File: src/rtl/loader_pkg.sv
// Shared types and constants for the boot-time program loader.
package loader_pkg;

    typedef enum logic [2:0] {
        IDLE,
        LEN,
        DATA,
        CSUM,
        ACK,
        RUN,
        ERR
    } state_t;

    localparam logic [7:0] ACK_OK_CODE  = 8'hAA;
    localparam logic [7:0] ACK_ERR_CODE = 8'h55;

    // Frame layout: LEN word, N data words, one checksum byte.
    localparam int LEN_BYTES  = 4;
    localparam int WORD_BYTES = 4;
    localparam int CSUM_BYTES = 1;

endpackage

File: src/rtl/program_loader_if.sv
// Byte stream in, response byte out, instruction RAM write port and core status.
interface program_loader_if;
    logic        rx_valid;
    logic [7:0]  rx_data;
    logic        tx_ready;
    logic        tx_valid;
    logic [7:0]  tx_data;
    logic        wr_en_instr;
    logic [31:0] addr_in_instr;
    logic [31:0] data_in_instr;
    logic        core_start;
    logic        load_error;

    // Loader side.
    modport master (
        input  rx_valid, rx_data, tx_ready,
        output tx_valid, tx_data, wr_en_instr, addr_in_instr, data_in_instr,
               core_start, load_error
    );

    // Environment side (UART, instruction RAM, core).
    modport slave (
        output rx_valid, rx_data, tx_ready,
        input  tx_valid, tx_data, wr_en_instr, addr_in_instr, data_in_instr,
               core_start, load_error
    );
endinterface

File: src/rtl/word_assembler.sv
// Collects four bytes little-endian into a 32-bit word. word/word_valid are
// combinational so the consumer sees the complete word in the cycle the 4th byte
// arrives.
module word_assembler (
    input  logic        clk,
    input  logic        rstn,
    input  logic        clear,      // restart at lane 0; a byte in the same cycle is lane 0
    input  logic        byte_valid,
    input  logic [7:0]  byte_in,
    output logic        word_valid,
    output logic [31:0] word
);

    logic [1:0]  lane_q;
    logic [1:0]  lane;
    logic [31:0] word_q;

    // Effective lane for this cycle and the word with the incoming byte inserted.
    always_comb begin
        lane = clear ? 2'd0 : lane_q;
        word = word_q;
        word[{lane, 3'b000} +: 8] = byte_in;
    end

    assign word_valid = byte_valid && (lane == 2'd3);

    // Lane counter and partial-word register.
    always_ff @(posedge clk or negedge rstn) begin
        if (!rstn) begin
            lane_q <= 2'd0;
            word_q <= 32'd0;
        end else if (byte_valid) begin
            lane_q <= lane + 2'd1;
            word_q <= word;
        end else if (clear) begin
            lane_q <= 2'd0;
        end
    end

endmodule

File: src/rtl/program_loader.sv
// Boot loader: LEN | N words | XOR checksum from the UART into instruction RAM,
// then acknowledges and releases the core.
module program_loader
    import loader_pkg::*;
#(
    parameter logic [31:0] BASE_ADDR      = 32'h0,
    parameter int unsigned MAX_WORDS      = 1024,
    parameter int unsigned TIMEOUT_CYCLES = 1000000,
    parameter logic [7:0]  ACK_OK         = ACK_OK_CODE,
    parameter logic [7:0]  ACK_ERR        = ACK_ERR_CODE
) (
    input logic              clk,
    input logic              rstn,
    program_loader_if.master bus
);

    localparam logic [31:0] MAX_N    = 32'(MAX_WORDS);
    localparam logic [31:0] TMO_LAST = 32'(TIMEOUT_CYCLES - 1);

    state_t      state, next_state;
    logic [31:0] n_words, idx, tmo_cnt;
    logic [7:0]  csum;
    logic        wr_en_q, core_start_q, load_error_q;
    logic [31:0] addr_q, data_q;

    logic        in_frame, timeout, len_bad, last_word;
    logic        asm_valid, word_valid;
    logic [31:0] word;

    assign in_frame  = (state == LEN) || (state == DATA) || (state == CSUM);
    // A byte in the expiring cycle restarts the count instead of erroring.
    assign timeout   = in_frame && !bus.rx_valid && (tmo_cnt == TMO_LAST);
    assign len_bad   = (word == 32'd0) || (word > MAX_N);
    assign last_word = (idx + 32'd1) == n_words;
    assign asm_valid = bus.rx_valid && ((state == IDLE) || (state == LEN) || (state == DATA));

    word_assembler u_asm (
        .clk        (clk),
        .rstn       (rstn),
        .clear      (state == IDLE),
        .byte_valid (asm_valid),
        .byte_in    (bus.rx_data),
        .word_valid (word_valid),
        .word       (word)
    );

    // State register.
    always_ff @(posedge clk or negedge rstn) begin
        if (!rstn) state <= IDLE;
        else       state <= next_state;
    end

    // Next-state logic.
    always_comb begin
        next_state = state;
        case (state)
            IDLE: if (bus.rx_valid) next_state = LEN;
            LEN: begin
                if (word_valid)   next_state = len_bad ? ERR : DATA;
                else if (timeout) next_state = ERR;
            end
            DATA: begin
                if (word_valid && last_word) next_state = CSUM;
                else if (timeout)            next_state = ERR;
            end
            CSUM: begin
                if (bus.rx_valid) next_state = (bus.rx_data == csum) ? ACK : ERR;
                else if (timeout) next_state = ERR;
            end
            ACK:     if (bus.tx_ready) next_state = RUN;
            ERR:     if (bus.tx_ready) next_state = IDLE;
            RUN:     next_state = RUN;
            default: next_state = IDLE;
        endcase
    end

    // Frame datapath: length, word index, checksum, RAM write port, status flags.
    always_ff @(posedge clk or negedge rstn) begin
        if (!rstn) begin
            n_words      <= 32'd0;
            idx          <= 32'd0;
            csum         <= 8'd0;
            tmo_cnt      <= 32'd0;
            wr_en_q      <= 1'b0;
            addr_q       <= 32'd0;
            data_q       <= 32'd0;
            core_start_q <= 1'b0;
            load_error_q <= 1'b0;
        end else begin
            wr_en_q <= 1'b0;
            tmo_cnt <= (in_frame && !bus.rx_valid) ? tmo_cnt + 32'd1 : 32'd0;
            case (state)
                IDLE: if (bus.rx_valid) begin
                    load_error_q <= 1'b0;
                    csum         <= 8'd0;
                    idx          <= 32'd0;
                end
                LEN: if (word_valid) n_words <= word;
                DATA: begin
                    if (bus.rx_valid) csum <= csum ^ bus.rx_data;
                    if (word_valid) begin
                        wr_en_q <= 1'b1;
                        addr_q  <= BASE_ADDR + (idx << 2);
                        data_q  <= word;
                        idx     <= idx + 32'd1;
                    end
                end
                ACK: if (bus.tx_ready) core_start_q <= 1'b1;
                default: ;
            endcase
            if (next_state == ERR && state != ERR) load_error_q <= 1'b1;
        end
    end

    // Response byte is a pure function of state, so it is stable while waiting.
    assign bus.tx_valid      = (state == ACK) || (state == ERR);
    assign bus.tx_data       = (state == ACK) ? ACK_OK : (state == ERR) ? ACK_ERR : 8'h00;
    assign bus.wr_en_instr   = wr_en_q;
    assign bus.addr_in_instr = addr_q;
    assign bus.data_in_instr = data_q;
    assign bus.core_start    = core_start_q;
    assign bus.load_error    = load_error_q;

endmodule

File: src/flat_wrapper.sv
// flat-port wrapper written by rule: the top's interface ports become plain ports
module program_loader_flat import loader_pkg::*;
#(
    parameter logic [31:0] BASE_ADDR      = 32'h0,
    parameter int unsigned MAX_WORDS      = 1024,
    parameter int unsigned TIMEOUT_CYCLES = 1000000,
    parameter logic [7:0]  ACK_OK         = ACK_OK_CODE,
    parameter logic [7:0]  ACK_ERR        = ACK_ERR_CODE
)
  (clk, rstn, bus_rx_valid, bus_rx_data, bus_tx_ready, bus_tx_valid, bus_tx_data, bus_wr_en_instr, bus_addr_in_instr, bus_data_in_instr, bus_core_start, bus_load_error);
  program_loader_if bus_i ();
  input logic clk;
  input logic rstn;
  input wire logic [$bits(bus_i.rx_valid)-1:0] bus_rx_valid;
  input wire logic [$bits(bus_i.rx_data)-1:0] bus_rx_data;
  input wire logic [$bits(bus_i.tx_ready)-1:0] bus_tx_ready;
  output wire logic [$bits(bus_i.tx_valid)-1:0] bus_tx_valid;
  output wire logic [$bits(bus_i.tx_data)-1:0] bus_tx_data;
  output wire logic [$bits(bus_i.wr_en_instr)-1:0] bus_wr_en_instr;
  output wire logic [$bits(bus_i.addr_in_instr)-1:0] bus_addr_in_instr;
  output wire logic [$bits(bus_i.data_in_instr)-1:0] bus_data_in_instr;
  output wire logic [$bits(bus_i.core_start)-1:0] bus_core_start;
  output wire logic [$bits(bus_i.load_error)-1:0] bus_load_error;
  assign bus_i.rx_valid = bus_rx_valid;
  assign bus_i.rx_data = bus_rx_data;
  assign bus_i.tx_ready = bus_tx_ready;
  assign bus_tx_valid = bus_i.tx_valid;
  assign bus_tx_data = bus_i.tx_data;
  assign bus_wr_en_instr = bus_i.wr_en_instr;
  assign bus_addr_in_instr = bus_i.addr_in_instr;
  assign bus_data_in_instr = bus_i.data_in_instr;
  assign bus_core_start = bus_i.core_start;
  assign bus_load_error = bus_i.load_error;
  program_loader #(.BASE_ADDR(BASE_ADDR), .MAX_WORDS(MAX_WORDS), .TIMEOUT_CYCLES(TIMEOUT_CYCLES), .ACK_OK(ACK_OK), .ACK_ERR(ACK_ERR)) u_core (.clk(clk), .rstn(rstn), .bus(bus_i));
endmodule
File: config.mk
export PLATFORM = sky130hd
export DESIGN_NAME = program_loader_flat
export DESIGN_NICKNAME = d
export VERILOG_FILES = /design/src/rtl/loader_pkg.sv /design/src/rtl/program_loader_if.sv /design/src/rtl/word_assembler.sv /design/src/rtl/program_loader.sv /design/src/flat_wrapper.sv
export SDC_FILE = /design/constraint.sdc
export NUM_CORES = 1
export LEC_CHECK = 0
export CORE_MARGIN = 10
export CORE_UTILIZATION = 40
export CTS_BUF_LIST = sky130_fd_sc_hd__clkbuf_2
export CTS_CLUSTER_SIZE = 28
export DETAILED_ROUTE_END_ITERATION = 16
export PLACE_DENSITY = 0.6
export SLEW_MARGIN = 5
export SYNTH_ARGS = -nofsm -noshare
export SYNTH_HDL_FRONTEND = slang
export SYNTH_SLANG_ARGS = --single-unit
File: constraint.sdc
create_clock -name clk -period 2.9 [get_ports clk]
set_input_delay 0.58 -clock clk [delete_from_list [all_inputs] [get_ports clk]]
set_output_delay 0.58 -clock clk [all_outputs]
set_load 0.03 [all_outputs]
Word level (Yosys, flattened, before mapping) --
Cells that the tools add are included.
Word-level totals: bits in registers 206, latch bits 0, bits in writable memories 0, memory bits (read-only) 0, input port bits 12, output and inout bits 76, logic and storage cells 86, memories 0
Operators by class: $add $sub $neg 4, $mul 0, divide/modulo/power cells 0, magnitude comparators 1, equal/unequal tests 15, shift-type cells 2, multiplexer cells 27, bitwise logic cells 1, reductions and logical operators 24
Operators with widths (number):
- 32-bit 2-to-1 mux | 3
- 32-bit by 1-bit adder with 32-bit output, second input constant | 2
- 32-bit one-hot mux with 2 select lines | 1
- 32-bit bitwise mux | 1
- 32-bit by 20-bit equality test with 1-bit output, second input constant | 1
- 32-bit equality test | 1
- 32-bit by 11-bit > comparator with 1-bit output, second input constant | 1
- 32-bit zero test | 1
- 8-bit by 7-bit variable shift with 32-bit output, first input constant | 1
- 8-bit by 7-bit variable part select with 32-bit output | 1
- 3-bit 2-to-1 mux | 8
- 8-bit 2-to-1 mux | 3
- 3-bit one-hot mux with 7 select lines | 1
- 8-bit one-hot mux with 2 select lines | 1
- 3-bit equality test, second input constant | 4
- 8-bit equality test | 1
- 2-bit AND reduction | 4
- 8-bit bitwise XOR | 1
- 7-bit 2-to-1 mux | 1
- 5-bit negation with 7-bit output | 1
- 3-bit by 2-bit equality test with 1-bit output, second input constant | 2
- 1-bit logical AND | 6
- 1-bit logical OR | 6
- 2-bit 2-to-1 mux | 3
- 11 further kinds | 19

Logic depth before layout (Yosys ltp) --
Gate-level depths: netlist (run 1).
depth after elaboration 14, mapped depth 13, mapped depth without buffers 12

Modules after synthesis --
A second synthesis (run 1) with hierarchy kept.
Unflattened totals: cell total of the unflattened synthesis 1171, area total of the unflattened synthesis 10913.0 sq um
By module, submodules not included:
- program_loader | instances 1, cells each 966, area each 8797.2 sq um, sequential area each 4304.1 sq um
- word_assembler | instances 1, cells each 205, area each 2115.8 sq um, sequential area each 850.8 sq um

Least setup slack after synthesis (run 1) --
No wires, ideal clock.
path kind register to register, from register u_core.state[0], to register u_core.load_error_q, in the netlist u_core.bus.load_error, setup time 0.122 ns, arrival time 2.957 ns, required time 2.778 ns, setup slack -0.179 ns, cell stages (with the launch flop) 12, buffers on the path 1, period minus slack after synthesis 3.079 ns, cells stage by stage dfrtp_1 -> clkbuf_1 -> nor3_1 -> nand2b_1 -> inv_1 -> ha_1 -> nor3_2 -> a31oi_1 -> or4_1 -> a211oi_1 -> o21ai_1 -> a32o_1
On the way: cells in the longest elaborated chain, start to end 14, elaborated cells on any way between the ends 41, classes of those cells add/sub (1); order compare (1); eq/ne (9); shift (2); mux (12); reduce/logical (16)
RTL lines:
- start, declared | RTL line program_loader.sv:20 | state_t state, next_state;
- start signal, assigned | RTL line program_loader.sv:50 | else state <= next_state;
- 3-bit zero test | RTL line program_loader.sv:35, program_loader.sv:40, program_loader.sv:56
- 2-bit 2-to-1 mux | RTL line word_assembler.sv:20 | lane = clear ? 2'd0 : lane_q;
- 5-bit negation with 7-bit output | RTL line word_assembler.sv:22 | word[{lane, 3'b000} +: 8] = byte_in;
- 8-bit by 7-bit variable part select with 32-bit output or 8-bit by 7-bit variable shift with 32-bit output (tied branches) | RTL line word_assembler.sv:22
- 32-bit bitwise mux | RTL line word_assembler.sv:22
- 32-bit by 11-bit > comparator with 1-bit output or 32-bit zero test (tied branches) | RTL line program_loader.sv:33 | assign len_bad = (word == 32'd0) || (word > MAX_N);
- 1-bit logical OR | RTL line program_loader.sv:33
- 3-bit 2-to-1 mux (2 in a row) | RTL line program_loader.sv:59 | if (word_valid) next_state = len_bad ? ERR : DATA;
- 3-bit one-hot mux with 7 select lines * | RTL line program_loader.sv:56 | case (state)
- net u_core.next_state[2] | RTL line program_loader.sv:20
- 3-bit equality test * | RTL line program_loader.sv:111 | if (next_state == ERR && state != ERR) load_error_q <= 1'b1;
- 1-bit logical AND * | RTL line program_loader.sv:111
- 2-bit nonzero test (no source line)
- 2-bit AND reduction (no source line)
- end signal, assigned | RTL line program_loader.sv:88 | load_error_q <= 1'b0;
- end signal, assigned | RTL line program_loader.sv:94 | load_error_q <= 1'b0;
- end signal, assigned | RTL line program_loader.sv:111
- end, declared | RTL line program_loader.sv:23 | logic wr_en_q, core_start_q, load_error_q;
Mark *: on every way through the listed nets, which the timed path passes. The rest lies on a longest branch. A chain may end at the register's enable or synchronous reset.

Worst setup path in the final report (run 1) --
from register u_core.idx[1], to register u_core.state[0]
On the way: cells in the longest elaborated chain, start to end 5
RTL lines:
- start, declared | RTL line program_loader.sv:21 | logic [31:0] n_words, idx, tmo_cnt;
- start signal, assigned | RTL line program_loader.sv:105 | idx <= idx + 32'd1;
- 32-bit by 1-bit adder with 32-bit output | RTL line program_loader.sv:34 | assign last_word = (idx + 32'd1) == n_words;
- 32-bit equality test | RTL line program_loader.sv:34
- 1-bit logical AND | RTL line program_loader.sv:63 | if (word_valid && last_word) next_state = CSUM;
- 3-bit 2-to-1 mux | RTL line program_loader.sv:63
- 3-bit one-hot mux with 7 select lines | RTL line program_loader.sv:56
- net u_core.next_state[0] | RTL line program_loader.sv:20
The timed path passes the listed nets, and every way through them passes these cells.

==> metrics.csv, run 1 <==
stage;metric;value;unit
hold_path;Worst Hold Class;in2async;
logic_synthesis;Post-synth ARST share;1.000;
routing;Post-Route WL;28310;um
routing;via/cell ratio;5.253;
critical_path;largest stage delay on the critical path;0.59;ns
logic_synthesis;Distinct cells, synth;69;
routing;Iteration-0 DRC Markers;661;
logic_synthesis;Main synth FF type;dfrtp_1;
critical_path;worst-path fanout max;2;
cells_and_area;Nets;1321;
clock_network;clk root buf;clkbuf_2;
floorplanning;Starting Density;0.4038;
timing;Period minus WS final;2.817;ns
logic_synthesis;cells after synthesis;1169;
placed_design;GP Congestion;0.9126;
grt;number of global-route vias before repair;8674;
grt;GRT Total Usage;0.1694;
timing;Final setup violation count;0;
logic_synthesis;Post-Syn Area;10460;um^2
critical_path;crit-path cells;ha_2 -> nand4_1 -> or4_1 -> xnor3_1 -> a2111oi_1 -> nand4_1 -> or4_1 -> o31ai_4;
grt;initial antenna violation count;1;
floorplanning;Core Rows;59;
power;Cell Pwr Density;692.0;nW/um^2
timing;Final Hold Viols;0;
cells_and_area;share of cells above drive strength 1;0.1518;
grt;total global routing overflow;0;
cells_and_area;register area;5156;um^2
timing;clk_skew;0.04685;ns
timing;FMAX;354.9;MHz
clock_network;Worst-path clk slew;0.10;ns
floorplanning;core box area;25910;um^2
routing;WL per Instance;16.92;um
routing;DRC violations left;0;
floorplanning;Die X;181.7;um
clock_network;Max H-tree Level;2;
critical_path;CP required;3.64;ns
placed_design;DP HPWL;19910;um
placed_design;I/O Buffers;85;
placed_design;Post-Place Cells;1574;
cells_and_area;FILL cells;2495;
logic_synthesis;synth warn;0;
timing;Slew @ Worst Pin;1.087;ns
critical_path;Worst Setup Start Kind;register;
clock_network;CTS tree;done;
cells_and_area;multi-input logic area;4964;um^2
power;Lkg Pwr;5.617;nW
cells_and_area;Syn-to-layout area delta;19.66;%
routing;Pre-Repair DR Iteration Count;5;
placed_design;placed inst area;11970;um^2
clock_network;clock latency on the worst-skew pair;0.85;ns
grt;largest net degree at the start of global routing;80;
cells_and_area;design area;12520;um^2
logic_synthesis;Seq cells post-synth;206;
critical_path;CP max-delay cell;or4_1;
floorplanning;die footprint;33030;um^2
logic_synthesis;EDFF count, synth;0;
routing;Final ANT Viol Nets;0;
power;VDD IR max;0.3821;mV
critical_path;Register-to-Register Path Depth;8;
floorplanning;I/O Pins;88;
routing;DR vias;8789;
status;outcome;finished clean;
critical_path;CP arrival;3.55;ns
flow_run;Max Cap Viol;0;
timing;RSZ-0062 raised after global routing;no;
timing;fin crit share;0.9715;
logic_synthesis;post-synthesis sequential area ratio;0.4927;
timing;Max-Slew Margin vs Limit;0.2754;
logic_synthesis;Syn Area/Cell;8.950;um^2
clock_network;clk buf depth;3;
clock_network;TritonCTS Buffers;55;
timing;Max Slew Vio Count;0;
floorplanning;Vert. Die Dim;181.7;um
cells_and_area;Layout Cells excl Fill;1673;
critical_path;Crit Path Category;reg2reg;
clock_network;clk sinks;206;
grt;first-pass GRT wire length;46530;um
critical_path;CP Capture Type;register;
## final timing paths
check                             startpoint  slack [ns]                     end
min reg2reg                u_core.tmo_cnt[0]        0.46       u_core.tmo_cnt[0]
max in group asynchronous               rstn        1.77  u_core.u_asm.word_q[9]
min                                     rstn        0.35           u_core.idx[6]
min in group clk                bus_tx_ready        0.43   u_core.bus.core_start
max                            u_core.idx[1]        0.08         u_core.state[0]
max reg2reg                    u_core.idx[1]        0.08         u_core.state[0]
## metrics by stage
step	TNS (ns)	power, mW	utilization	setup WS, ns	hold slack (ns)
6_report	0	8.664	0.4832	0.08264	0.3529
5_1_grt	0	9.315	0.4832	0.003777	0.3478
4_1_cts	-0.2960	8.623	0.4802	-0.06906	0.3166
3_3_place_gp	-1.182	6.599	0.4618	-0.1769	0.4463
2_1_floorplan	0	5.652	-	0.02419	0.2844
3_5_place_dp	-1.301	6.654	0.4618	-0.1570	0.4433
## cell usage in the layout, fill, tap and decap left out, types with 10 or more instances in the layout
master,Yosys,layout
o31ai_1,15,15
a31oi_1,22,22
buf_4,8,72
a21oi_1,68,67
a22o_1,21,21
nand4_1,27,27
nand2_1,205,205
clkbuf_2,0,84
clkdlybuf4s50_1,0,75
nor3_1,14,13
nand2b_1,13,12
xnor2_1,36,36
o21ai_0,104,104
nor2_1,96,96
nand3_1,33,33
xor2_1,39,39
nor4_1,14,13
dfrtp_1,206,205
and4_1,11,10
nor2b_1,40,38
## layer usage
metal	share of wire	vias to the layer above	global-route usage	wire [um]
met3	0.060	54	0.04016	1690
met2	0.45	215	0.2626	12850
met5	0	-	0	0
li1	-	4345	-	-
met4	0.023	0	0.05662	650
met1	0.46	4175	0.2276	13110
## sequential cells by signal, indices dropped and copies added (netlist names)
register / flops
u_core.bus.core_start: 1
u_core.bus.wr_en_instr: 1
u_core.idx: 32
u_core.bus.data_in_instr: 32
u_core.tmo_cnt: 32
u_core.u_asm.lane_q: 2
u_core.bus.addr_in_instr: 30
u_core.bus.load_error: 1
u_core.n_words: 32
u_core.csum: 8
u_core.state: 3
u_core.u_asm.word_q: 32
## logic make-up after synthesis
group | count (synthesis) | share of synthesized area
and+or+nand+nor | 507 | 0.2357
AOI/OAI and AO/OA | 268 | 0.1530
DFF | 206 | 0.4927
buffers and inverters | 100 | 0.04114
xor gates and xnor gates | 76 | 0.06494
adders and majority gates | 7 | 0.008371
muxes | 4 | 0.003827
other | 1 | 0.0003584
## cells in the mapped netlist, drive strengths merged (8+ instances only)
| cell type | instances | area [um^2] |
|---|---|---|
| dfrtp | 206 | 5155 |
| nand2 | 205 | 769.5 |
| o21ai | 108 | 540.5 |
| nor2 | 97 | 366.6 |
| a21oi | 68 | 340.3 |
| clkbuf | 65 | 244.0 |
| nor2b | 40 | 250.2 |
| xor2 | 39 | 341.6 |
| xnor2 | 36 | 315.3 |
| nand3 | 34 | 175.2 |
| nand4 | 28 | 181.4 |
| buf | 23 | 136.4 |
| a31oi | 22 | 137.6 |
| a22o | 21 | 183.9 |
| nor3 | 16 | 96.35 |
| o31ai | 16 | 125.1 |
| nor4 | 15 | 108.9 |
| nand2b | 13 | 81.33 |
| and4 | 11 | 96.34 |
| inv | 11 | 41.29 |
| and3 | 9 | 56.30 |
| a21o | 8 | 60.06 |
| and2 | 8 | 50.05 |
## power breakdown
group / internal [mW] / switching, mW
clock network: 0.739 / 1.19
logic: 1.28 / 1.75
registers: 3.32 / 0.385
total: 5.33 / 3.33
## worst max-delay path: cells and delay by family, from the launching register on
kind,cells,cell delay (ns)
compound gates,2,0.61
xor+xnor,1,0.19
flops,1,0.37
simple gates,4,1.34
fa+ha+maj,1,0.19
## repair_timing
| item | CTS | global route |
|---|---|---|
| hold endpoints to repair | 75 | 0 |
| buffers inserted | 0 | 5 |
| hold buffers | 1 | 0 |
| gates cloned | 0 | 0 |
| setup endpoints to repair | 12 | 16 |
| gates resized for setup | 20 | 23 |
| pin swaps | 0 | 6 |
## final cells by class
cell class / instances / share of cell area
Antenna cell: 1 / 0.0001999
Tap cell: 335 / 0.03348
Sequential cell: 206 / 0.4119
Timing Repair Buffer: 163 / 0.1175
Clock buffer: 81 / 0.03238
Multi-Input combinational cell: 864 / 0.3965
Clock inverter: 11 / 0.004098
Inverter: 12 / 0.003998
No activity file was read; power rests on OpenSTA's default activity.
==> run 2, diff against run 1 <==
Settings changed: CAP_MARGIN set to 30.
==> run 2 against run 1 <==
Via count barely moved. Routed wire length rose by 0.21%. Worst setup slack got worse by 0.039 ns. Clock skew rose by 0.0074 ns. Non-clock buffer count fell by 1. Sequential power barely moved. Worst hold slack improved by 0.0028 ns. Final area fell by 0.24%. First-iteration DRC count fell by 17%. Utilization fell by 0.12 points.
==> metrics.csv, run 2 (synthesized netlist as in run 1, its figures left out) <==
stage;metric;value;unit;change
routing;DRC violations left;0;;unchanged
clock_network;CTS tree;done;;
timing;Final Hold Viols;0;;unchanged
timing;Slew @ Worst Pin;0.6919;ns;-0.3948 ns
clock_network;Worst-path clk slew;0.11;ns;about the same
status;outcome;finished clean;;
critical_path;CP Capture Type;register;;
timing;FMAX;350.1;MHz;-1.4%
grt;largest net degree at the start of global routing;80;;unchanged
routing;via/cell ratio;5.259;;about the same
timing;fin crit share;0.9849;;+0.01342
critical_path;critical path buffer and inverter count;3;;+3
floorplanning;Starting Density;0.4038;;unchanged
cells_and_area;most common cell after layout, fill and taps aside;dfrtp_1;;
clock_network;clk root buf;clkbuf_2;;
critical_path;worst-path fanout max;5;;+3
power;Lkg Pwr;5.619;nW;about the same
critical_path;Worst Setup EP;u_core.bus.load_error;;
floorplanning;core box area;25910;um^2;unchanged
cells_and_area;Syn-to-layout area delta;19.37;%;
power;clock power share;0.223;;about the same
clock_network;TritonCTS Buffers;54;;-1.8%
timing;Period minus WS final;2.856;ns;+0.03892 ns
floorplanning;Die X;181.7;um;unchanged
cells_and_area;Nets;1319;;-0.15%
cells_and_area;most frequent cells in the layout;dfrtp_1 (206), nand2_1 (205), o21ai_0 (104);;
critical_path;CP dominant cell by count;buf_4;;
timing;Max Slew Vio Count;0;;unchanged
power;Cell Pwr Density;691.7;nW/um^2;about the same
critical_path;crit-path cells;o31a_1 -> inv_2 -> buf_4 -> buf_4 -> ha_1 -> nand3_1 -> nor2_1 -> a21o_1 -> or4_1 -> a211oi_1 -> o21ai_1 -> a32o_1;;
clock_network;clk buf depth;3;;unchanged
critical_path;Worst Setup Start Kind;register;;
critical_path;reg2reg setup slack;0.04;ns;-0.04 ns
routing;Iteration-0 DRC Markers;548;;-17%
timing;RSZ-0062 raised after global routing;yes;;
routing;WL per Instance;16.99;um;+0.39%
critical_path;reg2reg start;u_core.state[0];;
cells_and_area;design area;12490;um^2;-0.24%
routing;DR vias;8782;;-0.080%
critical_path;CP required;3.62;ns;-0.02 ns
critical_path;Crit Path Category;reg2reg;;
grt;GRT Total Usage;0.1696;;+0.0002240
critical_path;Crit. Startpoint;u_core.state[0];;
grt;initial antenna violation count;1;;unchanged
routing;Pre-Repair DR Iteration Count;5;;unchanged
power;Sw Pwr;3.314;mW;-0.48%
clock_network;clock latency on the worst-skew pair;0.83;ns;-0.02 ns
grt;first-pass GRT wire length;46470;um;-0.13%
flow_run;Max Cap Viol;0;;unchanged
power;switch share;0.3836;;-0.0007728
critical_path;top cell family by delay on the critical path;compound AO/OA/AOI/OAI gates;;
floorplanning;Vert. Die Dim;181.7;um;unchanged
critical_path;Worst path depth;12;;+4
timing;Max-Slew Margin vs Limit;0.5387;;+0.2633
routing;Final ANT Viol Nets;0;;unchanged
power;VDD IR max;0.3816;mV;-0.14%
placed_design;I/O Buffers;85;;unchanged
grt;total global routing overflow;0;;unchanged
clock_network;Max H-tree Level;2;;unchanged
critical_path;largest stage delay on the critical path;0.48;ns;-0.11 ns
power;Logic pwr share;0.348;;about the same
timing;clk_skew;0.05428;ns;+0.007423 ns
hold_path;Worst Hold Class;in2async;;
critical_path;r2r endpoint;u_core.bus.load_error;;
grt;number of global-route vias before repair;8664;;-0.12%
placed_design;GP Congestion;0.9126;;unchanged
power;Int Power;5.325;mW;-0.15%
clock_network;clk sinks;206;;unchanged
critical_path;CP arrival;3.58;ns;+0.03 ns
floorplanning;Core Rows;59;;unchanged
critical_path;CP max-delay cell;dfrtp_1;;
floorplanning;die footprint;33030;um^2;unchanged
critical_path;Register-to-Register Path Depth;12;;+4
routing;Post-Route WL;28370;um;+0.21%
placed_design;DP HPWL;20020;um;+0.54%
placed_design;placed inst area;11980;um^2;+0.13%
timing;Setup TNS;0;ns;unchanged
power;sequential share of power;0.429;;about the same
cells_and_area;share of cells above drive strength 1;0.1484;;-0.003407
timing;Final setup violation count;0;;unchanged
cells_and_area;post-layout util;0.4820;;-0.001159
floorplanning;I/O Pins;88;;unchanged
-- run 2: changes by cell type in the layout (fill, tap and decap cells not counted), sizes merged --
cell,before,now
clkinv,9,7
clkinvlp,2,1
buf,78,80
clkdlybuf4s15,4,3
clkdlybuf4s18,0,1
clkbuf,85,83
-- run 2: what timing repair did --
item                       CTS  global route
setup endpoints to repair   15            13
resized for setup           29            16
hold buffers                 1             0
pin swaps                    0             2
buffers inserted             0             3
hold endpoints to repair    75             0
-- run 2: area by class of cell --
cell class              instances  area [um^2]
diodes                          1        2.502
clock buffers                  82        410.4
clock inverters                 8        40.04
fillers                      2499        13420
inverters                      12        50.05
multi-input cells             864         4942
flip-flops and latches        206         5155
well taps                     335        419.2
repair buffers                162         1470
-- run 2: metrics by stage --
| stage | cells | hold WS, ns | power (mW) | setup slack, ns |
|---|---|---|---|---|
| after global placement | 1574 | 0.4463 | 6.599 | -0.1769 |
| after global routing | 1670 | 0.3469 | 9.263 | -0.06430 |
| final | 1670 | 0.3557 | 8.640 | 0.04372 |
| after detailed placement | 1575 | 0.4469 | 6.672 | -0.1488 |
| after floorplan | 1170 | 0.2844 | 5.652 | 0.02419 |
| after CTS | 1666 | 0.3250 | 8.644 | 0.01374 |
-- run 2: metal layers --
metal	wire [um]	global-route usage
met4	748	0.06248
met1	13240	0.2310
met5	0	0
met3	1625	0.03777
met2	12760	0.2584
-- run 2: power by group through the flow --
stage                     clock (mW)  combinational (mW)  sequential, mW
final                           1.93                3.00            3.71
after global routing            2.17                3.33            3.76
after CTS                       2.01                2.94            3.69
after detailed placement           0                2.92            3.75
after global placement             0                2.86            3.74
after floorplan                    0                1.99            3.66
-- run 2: worst min path at each step --
stage / from / end / slack, ns / depth (start not counted)
2_1_floorplan: rstn / u_core.bus.addr_in_instr[10] / 0.28 / 0
3_3_place_gp: u_core.tmo_cnt[0] / u_core.tmo_cnt[0] / 0.45 / 1
3_5_place_dp: u_core.bus.core_start / u_core.bus.core_start / 0.45 / 1
4_1_cts: rstn / u_core.tmo_cnt[7] / 0.33 / 2
5_1_grt: rstn / u_core.bus.data_in_instr[16] / 0.35 / 2
6_report: rstn / u_core.idx[8] / 0.36 / 2
==> run 3, diff against run 2 <==
Settings changed: CORE_ASPECT_RATIO set to 1.1, HOLD_SLACK_MARGIN set to 0.15.
==> run 3 against run 2 <==
Clock power is 2% higher. Highest routed layer unchanged. Worst hold slack worse by 0.087 ns. Largest power group unchanged. Worst setup slack better by 0.079 ns. Non-clock buffer count is 2 higher. Critical path type unchanged. Utilization is 0.46 points higher. Die area hardly changed. Total power is 0.93% higher. First-iteration DRC count is 7.7% lower. Global-route usage is 0.061 points higher.
==> metrics.csv, run 3 (synthesized netlist as in run 1, its figures left out) <==
stage;metric;value;unit;change
timing;Slew @ Worst Pin;0.6009;ns;-0.09102 ns
routing;Post-Route WL;28100;um;-0.94%
placed_design;DP HPWL;19680;um;-1.7%
placed_design;I/O Buffers;85;;unchanged
cells_and_area;share of cells above drive strength 1;0.1514;;+0.002999
routing;Iteration-0 DRC Markers;506;;-7.7%
critical_path;Worst Setup EP;u_core.bus.load_error;;
timing;Setup TNS;0;ns;unchanged
floorplanning;Core Rows;62;;+5.1%
critical_path;Crit Path Category;reg2reg;;
critical_path;Crit. Startpoint;u_core.state[0];;
floorplanning;I/O Pins;88;;unchanged
critical_path;Worst Setup Start Kind;register;;
routing;DRC violations left;0;;unchanged
grt;total global routing overflow;0;;unchanged
critical_path;CP required;3.57;ns;-0.05 ns
critical_path;Register-to-Register Path Depth;10;;-2
timing;Max-Slew Margin vs Limit;0.5965;;+0.05780
routing;Pre-Repair DR Iteration Count;7;;+2
critical_path;reg2reg setup slack;0.12;ns;+0.08 ns
timing;Final Hold Viols;0;;unchanged
grt;largest net degree at the start of global routing;88;;+10%
routing;Final ANT Viol Nets;0;;unchanged
timing;FMAX;360.1;MHz;+2.8%
floorplanning;Vert. Die Dim;189.6;um;+4.3%
cells_and_area;Syn-to-layout area delta;20.50;%;
clock_network;CTS tree;done;;
routing;DR vias;8763;;-0.22%
status;outcome;finished clean;;
timing;Period minus WS final;2.777;ns;-0.07895 ns
cells_and_area;Nets;1320;;+0.076%
routing;Met1 Wirelength;12530;um;-5.3%
routing;met2 wire len;13440;um;+5.3%
power;Lkg Pwr;5.631;nW;+0.21%
clock_network;clk sinks;206;;unchanged
timing;fin crit share;0.9577;;-0.02722
timing;Max Slew Vio Count;0;;unchanged
critical_path;worst-path fanout max;6;;+1
routing;WL per Instance;16.66;um;-1.9%
routing;via/cell ratio;5.194;;-1.2%
grt;number of global-route vias before repair;8840;;+2.0%
critical_path;CP Capture Type;register;;
clock_network;clk root buf;clkbuf_2;;
floorplanning;Die X;174.2;um;-4.1%
grt;first-pass GRT wire length;46790;um;+0.68%
cells_and_area;design area;12610;um^2;+0.94%
clock_network;clock latency on the worst-skew pair;0.85;ns;+0.02 ns
critical_path;reg2reg start;u_core.state[0];;
timing;Final setup violation count;0;;unchanged
placed_design;placed inst area;12020;um^2;+0.37%
cells_and_area;most frequent cells in the layout;dfrtp_1 (206), nand2_1 (205), o21ai_0 (104);;
timing;clk_skew;0.07417;ns;+0.01989 ns
power;VDD IR max;0.3574;mV;-6.3%
grt;initial antenna violation count;1;;unchanged
floorplanning;core box area;25910;um^2;about the same
timing;RSZ-0062 raised after global routing;yes;;
routing;WL met3;1547;um;-4.8%
clock_network;clk buf depth;3;;unchanged
grt;GRT Total Usage;0.1702;;+0.0006118
power;Cell Pwr Density;691.7;nW/um^2;about the same
floorplanning;Starting Density;0.4038;;about the same
critical_path;CP arrival;3.45;ns;-0.13 ns
clock_network;Max H-tree Level;2;;unchanged
clock_network;TritonCTS Buffers;53;;-1.9%
routing;Highest Signal Layer;met4;;
cells_and_area;most common cell after layout, fill and taps aside;dfrtp_1;;
critical_path;r2r endpoint;u_core.bus.load_error;;
flow_run;Max Cap Viol;0;;unchanged
clock_network;Worst-path clk slew;0.12;ns;about the same
floorplanning;die footprint;33030;um^2;about the same
placed_design;GP Congestion;0.8947;;-2.0%
hold_path;Worst Hold Class;in2async;;
run 3: worst min-delay path by stage:
stage / from / to / slack, ns
detailed placement: u_core.bus.core_start / u_core.bus.core_start / 0.45
global placement: u_core.bus.core_start / u_core.bus.core_start / 0.44
floorplan: rstn / u_core.bus.addr_in_instr[10] / 0.28
global route: rstn / u_core.bus.wr_en_instr / 0.24
finish: rstn / u_core.idx[14] / 0.27
CTS: rstn / u_core.idx[14] / 0.20
run 3: routing by layer:
layer	GRT usage	vias to the layer above
met5	0	-
met4	0.05594	0
met3	0.03867	50
met2	0.2771	193
met1	0.2202	4179
li1	-	4341
run 3: through the flow:
stage | setup WS (ns) | instances | util | total power [mW] | hold WS (ns)
after floorplan | 0.02419 | 1170 | - | 5.652 | 0.2844
after global placement | -0.1590 | 1593 | 0.4627 | 6.598 | 0.4408
after detailed placement | -0.1817 | 1595 | 0.4641 | 6.662 | 0.4472
after CTS | 0.02911 | 1684 | 0.4842 | 8.723 | 0.2021
after global routing | -0.01194 | 1687 | 0.4866 | 9.348 | 0.2410
final | 0.1227 | 1687 | 0.4866 | 8.720 | 0.2691
run 3: layout make-up:
cell class,count,area [um^2]
Timing Repair Buffer,164,1504
Tap cell,352,440.4
Multi-Input combinational cell,864,4994
Sequential cell,206,5155
Inverter,12,50.05
Antenna cell,1,2.502
Fill cell,2601,13300
Clock buffer,74,370.4
Clock inverter,14,91.34
run 3: where the power goes:
| part | internal, mW | leakage, nW | switching, mW |
|---|---|---|---|
| registers | 3.32 | 2.81 | 0.365 |
| logic | 1.29 | 2.48 | 1.78 |
| clock network | 0.776 | 0.350 | 1.19 |
| total | 5.39 | 5.63 | 3.33 |
run 3: repair_timing:
item / in CTS / in global routing
pin swaps: 1 / 5
hold buffers: 1 / 0
setup buffers: 0 / 1
gates resized for setup: 34 / 20
endpoints found under the hold margin: 148 / 0
setup endpoints to repair: 18 / 21
run 3: worst max-delay path, cell delays in order (launching register included):
cell and delay (ns):
dfrtp_1 0.45, nor3_2 0.18, nand2b_4 0.16, inv_1 0.07, ha_4 0.27, nor3_4 0.23
a31oi_2 0.14, or4_4 0.55, a211oi_2 0.23, o21ai_1 0.10, a32o_1 0.25
